==> config.mk <==
export PLATFORM = sky130hd
export DESIGN_NAME = coco_arbiter
export DESIGN_NICKNAME = d
export VERILOG_FILES = /design/src/rtl/coco_pkg.sv /design/src/rtl/rr_arb2.sv /design/src/rtl/coco_arbiter.sv
export SDC_FILE = /design/constraint.sdc
export NUM_CORES = 1
export LEC_CHECK = 0
export ABC_AREA = 1
export ABC_CLOCK_PERIOD_IN_PS = 3300
export BUFFER_PORTS_ARGS = -buffer_cell sky130_fd_sc_hd__buf_2
export CAP_MARGIN = 40
export CELL_PAD_IN_SITES_DETAIL_PLACEMENT = 1
export CELL_PAD_IN_SITES_GLOBAL_PLACEMENT = 2
export CORE_MARGIN = 1
export CORE_UTILIZATION = 25
export CTS_CLUSTER_DIAMETER = 30
export CTS_CLUSTER_SIZE = 10
export DETAILED_ROUTE_END_ITERATION = 10
export PLACE_DENSITY = 0.85
export REMOVE_ABC_BUFFERS = 1
export SLEW_MARGIN = 25
export SYNTH_ARGS = -nofsm -noshare
export SYNTH_HDL_FRONTEND = slang
export SYNTH_HIERARCHICAL = 1
export SYNTH_SLANG_ARGS = --single-unit
==> constraint.sdc <==
create_clock -name clk -period 3.3 [get_ports clk]
set_input_delay 0.165 -clock clk [delete_from_list [all_inputs] [get_ports clk]]
set_output_delay 0.165 -clock clk [all_outputs]
set_load 0.02 [all_outputs]
==> src/rtl/coco_pkg.sv <==
// Shared types and constants for the COCO timer/counter register front end.
package coco_pkg;

  localparam int unsigned DataWidth = 32;

  typedef enum logic [1:0] {
    StIdle,
    StAccess,
    StResp
  } state_e;

  localparam logic [1:0] AddrCtrl     = 2'd0;
  localparam logic [1:0] AddrPreset   = 2'd1;
  localparam logic [1:0] AddrCount    = 2'd2;
  localparam logic [1:0] AddrUnmapped = 2'd3;

endpackage

==> src/rtl/rr_arb2.sv <==
// Two-way round-robin picker: a lone request wins, a tie goes to the port
// that did not win last time.
module rr_arb2 (
  input  logic [1:0] req,
  input  logic       last_grant,
  output logic       grant
);

  always_comb begin
    grant = 1'b0;
    if (req == 2'b11) begin
      grant = ~last_grant;
    end else if (req == 2'b10) begin
      grant = 1'b1;
    end
  end

endmodule

==> src/rtl/coco_arbiter.sv <==
// Serialises two requesters onto one COCO register interface and routes the
// timer interrupt to whichever requester last wrote the control register.
module coco_arbiter
  import coco_pkg::*;
(
  input  logic                 clk,
  input  logic                 reset,
  input  logic                 req0,
  input  logic                 req1,
  input  logic                 we0,
  input  logic                 we1,
  input  logic [3:2]           addr0,
  input  logic [3:2]           addr1,
  input  logic [DataWidth-1:0] wdata0,
  input  logic [DataWidth-1:0] wdata1,
  output logic                 ack0,
  output logic                 ack1,
  output logic [DataWidth-1:0] rdata0,
  output logic [DataWidth-1:0] rdata1,
  output logic [3:2]           dev_addr,
  output logic                 dev_we,
  output logic [DataWidth-1:0] dev_wdata,
  input  logic [DataWidth-1:0] dev_rdata,
  input  logic                 dev_irq,
  output logic                 irq0,
  output logic                 irq1
);

  state_e               state_q, state_d;
  logic                 win_q;
  logic                 we_q;
  logic [1:0]           addr_q;
  logic [DataWidth-1:0] wdata_q;
  logic                 last_grant_q;
  logic                 owner_q;
  logic                 owner_valid_q;
  logic [DataWidth-1:0] rdata0_q, rdata1_q;

  logic                 grant;
  logic                 grant_en;
  logic [DataWidth-1:0] rd_cap;

  rr_arb2 u_rr_arb2 (
    .req        ({req1, req0}),
    .last_grant (last_grant_q),
    .grant      (grant)
  );

  assign grant_en = (state_q == StIdle) && (req0 || req1);
  assign rd_cap   = (addr_q == AddrUnmapped) ? '0 : dev_rdata;

  always_ff @(posedge clk) begin
    if (reset) begin
      state_q       <= StIdle;
      win_q         <= 1'b0;
      we_q          <= 1'b0;
      addr_q        <= '0;
      wdata_q       <= '0;
      last_grant_q  <= 1'b1;
      owner_q       <= 1'b0;
      owner_valid_q <= 1'b0;
      rdata0_q      <= '0;
      rdata1_q      <= '0;
    end else begin
      state_q <= state_d;
      if (grant_en) begin
        win_q        <= grant;
        we_q         <= grant ? we1 : we0;
        addr_q       <= grant ? addr1 : addr0;
        wdata_q      <= grant ? wdata1 : wdata0;
        last_grant_q <= grant;
      end
      if (state_q == StAccess) begin
        if (!we_q) begin
          if (win_q) rdata1_q <= rd_cap;
          else       rdata0_q <= rd_cap;
        end else if (addr_q == AddrCtrl) begin
          owner_q       <= win_q;
          owner_valid_q <= 1'b1;
        end
      end
    end
  end

  always_comb begin
    state_d   = state_q;
    dev_addr  = '0;
    dev_wdata = '0;
    dev_we    = 1'b0;
    ack0      = 1'b0;
    ack1      = 1'b0;
    unique case (state_q)
      StIdle: begin
        if (grant_en) state_d = StAccess;
      end
      StAccess: begin
        dev_addr  = addr_q;
        dev_wdata = wdata_q;
        dev_we    = we_q && (addr_q != AddrUnmapped);
        state_d   = StResp;
      end
      StResp: begin
        ack0    = ~win_q;
        ack1    = win_q;
        state_d = StIdle;
      end
      default: state_d = StIdle;
    endcase
  end

  assign rdata0 = rdata0_q;
  assign rdata1 = rdata1_q;
  assign irq0   = dev_irq & owner_valid_q & ~owner_q;
  assign irq1   = dev_irq & owner_valid_q & owner_q;

endmodule

==> impl_results.md <==
- Post-route cell area: 6670 um2
- Initial antenna violation count: 1
- Post-Synthesis Cells: around 840
- Synth area leaders: dfxtp_1 (41%), nor2_1 (19%), nand2_1 (13%), inv_1 (12%), o21ai_0 (5.8%)
- Clock Pin Slew Worst Setup and Hold Paths: 0.08 ns
- Via count: 5293
- DRC: 0
- Core Box Area: 19650 um2
- CP Class: flip-flop to primary output
- Crit path cell chain: nand2_1 -> inv_1 -> nor2_1 -> buf_2
- Synth cell types: 21
- Netlist area before placement: 5072 um2
- Die Y: 144.4 um
- Peak Freq: between 0.4 and 0.5 GHz
- Largest fanout on the critical path: 20
- Status: complete, no violations
- Die area: 20860 um2
- Global Route Usage Sum: 15.25%
- Area leader, netlist: dfxtp_1
- Required time worst endpoint: 3.13 ns
- Ys Warns: 6
- Area after DPL: 6301 um2
- Mean post-synth cell area: 6.024 um2
- Register bit total from synthesis: 105
- Grt ovf: 0
- Max H-tree Level: 3
- Placed insts: 1276
- Setup TNS: 0 ns
- Ratio of cells with drive above 1 in the final layout: a little under a quarter
- Slew Limit Fails: 0
- Clock Sinks: roughly 110
- Setup Fix Bufs, Post-CTS: 0
- Dpl hpwl: 10970 um
- Buffers added on ports: between 200 and 250
- First-pass GRT wire length: 24900 um
- Detailed-router iteration count before antenna repair: 4
- Hold Path Class: primary input to flip-flop
- Initial Util: 25.81%
- Ports: 210
- Total power: around 0.0033 W
- Worst Max-Slew Pin Slew: 0.7606 ns
- CTS root buf: clkbuf_16
- Clock latency on the worst-skew pair: 0.35 ns
- Post-synthesis sequential area ratio: 41.44%
- Worst Reg-to-Reg Cells: 7
- Setup violations, final: 0
- Hold Buf Count CTS: 0
- RSZ-0062 raised after global routing: false
- Fillers: around 2700
- Period utilization: 68.55%
- ANT nets after route: 0
- Max-Cap Viols: 0
- CTS buffer count: 9
- Vias per Instance: 4.087
- Worst Hold Path Cells: 2
- Final wirelength: 15530 um
- Leakage power: just under 4 nW
- CTS tree: yes
- Vias in the first global route: 5177
- Worst path arrival time: 2.10 ns
- Crit-path slowest cell: inv_1
- Routability congestion estimate: 0.7189
- Layout area overhead: 31.50%
- Die Wd: about 140 um
- CP Capture Type: primary output
- Initial DRC count: slightly below 100
- # nets final: 1131
- Critical path's largest stage delay: 0.70 ns
- Power Dens Cells: 494.8 nW/um2
- Startpoint types: flip-flop
- Max clock buf depth: 2
- Largest net degree at the start of global routing: 72
- Routed len/inst: 11.99 um
- Final Hold Viols: 0
- Top cell type's share of synthesized area: 41.44%
- Post_cts resized: 0
- Clock period minus final worst setup slack: 2.262 ns
- Fin Clk Skew: 0.01097 ns
- Maximum vdd drop: 0.0002131 V
- Final std cells w/o fill: 1295
- Relative slew margins: 49.24%
- Std-Cell Rows: 51
## Yosys cell counts
cell / instances
nor3_1: 2
nor2_2: 1
nand2_2: 2
o21ai_1: 12
inv_2: 3
nor2_1: 263
inv_1: 158
nand3_4: 1
a21oi_1: 1
buf_6: 2
nand2_1: 172
buf_2: 13
buf_1: 1
buf_4: 3
nand3_1: 15
dfxtp_1: 105
o21ai_0: 59
a21oi_2: 1
nor2_4: 1
nor2_8: 1
clkbuf_1: 26
## layout by cell type (no fill, tap or decap), types with 2 or more instances in the layout
cell type | netlist | layout
nor2_1 | 263 | 263
buf_2 | 13 | 209
nand2_1 | 172 | 172
inv_1 | 158 | 157
dfxtp_1 | 105 | 105
o21ai_0 | 59 | 58
nand3_1 | 15 | 15
o21ai_1 | 12 | 12
clkbuf_16 | 0 | 9
buf_4 | 3 | 4
inv_2 | 3 | 3
buf_12 | 0 | 3
nor3_1 | 2 | 2
nand2_2 | 2 | 2
clkinv_2 | 0 | 2
bufinv_16 | 0 | 2
## per-stage QoR
| step | hold slack, ns | worst slack [ns] | utilization (%) |
|---|---|---|---|
| after floorplan | 0.2341 | 0.7747 | - |
| final | 0.04102 | 1.038 | 33.94 |
| after CTS | 0.02944 | 0.9695 | 33.72 |
| after detailed placement | 0.4169 | 1.316 | 32.06 |
| after global placement | 0.4174 | 1.363 | 32.06 |
| after global routing | 0.04842 | 0.8647 | 33.93 |
## critical path, delay by kind of cell (launching register included)
| kind | cells | cell delay, ns |
|---|---|---|
| buf+inv | 2 | 0.90 |
| simple gates | 2 | 0.49 |
| flops | 1 | 0.35 |
## layer usage
layer  GRT usage (%)  wire length, um  up-vias
li1                -                -     2799
met1           19.45             7538     2314
met2           23.99             6491      168
met3           4.503             1271       12
met4           5.983              230        0
met5               0                0        -
## registers in the layout (all words and copies together) (netlist names)
| name | cells |
|---|---|
| rdata0 | 32 |
| rdata1 | 32 |
| wdata_q | 32 |
| addr_q | 2 |
| state_q | 2 |
| last_grant_q | 1 |
| owner_q | 1 |
| owner_valid_q | 1 |
| we_q | 1 |
| win_q | 1 |
## report_power, final
part	total [W]	internal, W	switching (W)	leakage, nW
clock	0.00120	0.000674	0.000529	0.158
combinational	0.000670	0.000231	0.000439	2.83
sequential	0.00143	0.00137	0.0000543	0.861
total	0.00330	0.00228	0.00102	3.85
## kinds of logic (layout without fill, tap and decap cells)
| family | after synthesis | after routing | synth area share, % |
|---|---|---|---|
| AOI/OAI and AO/OA | 73 | 73 | 7.277 |
| and+or+nand+nor | 458 | 458 | 35.20 |
| other | 0 | 1 | 0 |
| buffers and inverters | 206 | 393 | 16.08 |
| DFF | 105 | 105 | 41.44 |
## path summary, 6_finish.rpt
| check | start | end | slack, ns |
|---|---|---|---|
| max | addr_q[1] | dev_we | 1.04 |
| min | reset | win_q | 0.04 |
| max reg2reg | win_q | rdata1[0] | 1.43 |
| min reg2reg | rdata1[31] | rdata1[31] | 0.47 |
## layout make-up
class	count	area [um2]	share of cell area (%)
Clock inverter	7	101.3	1.519
Clock buffer	9	225.2	3.376
Multi-Input combinational cell	531	2166	32.47
Antenna cell	1	2.502	0.03752
Inverter	161	605.6	9.079
Sequential cell	105	2102	31.51
Timing Repair Buffer	216	1136	17.03
Tap cell	265	331.6	4.971
No activity file was read; power rests on OpenSTA's default activity.
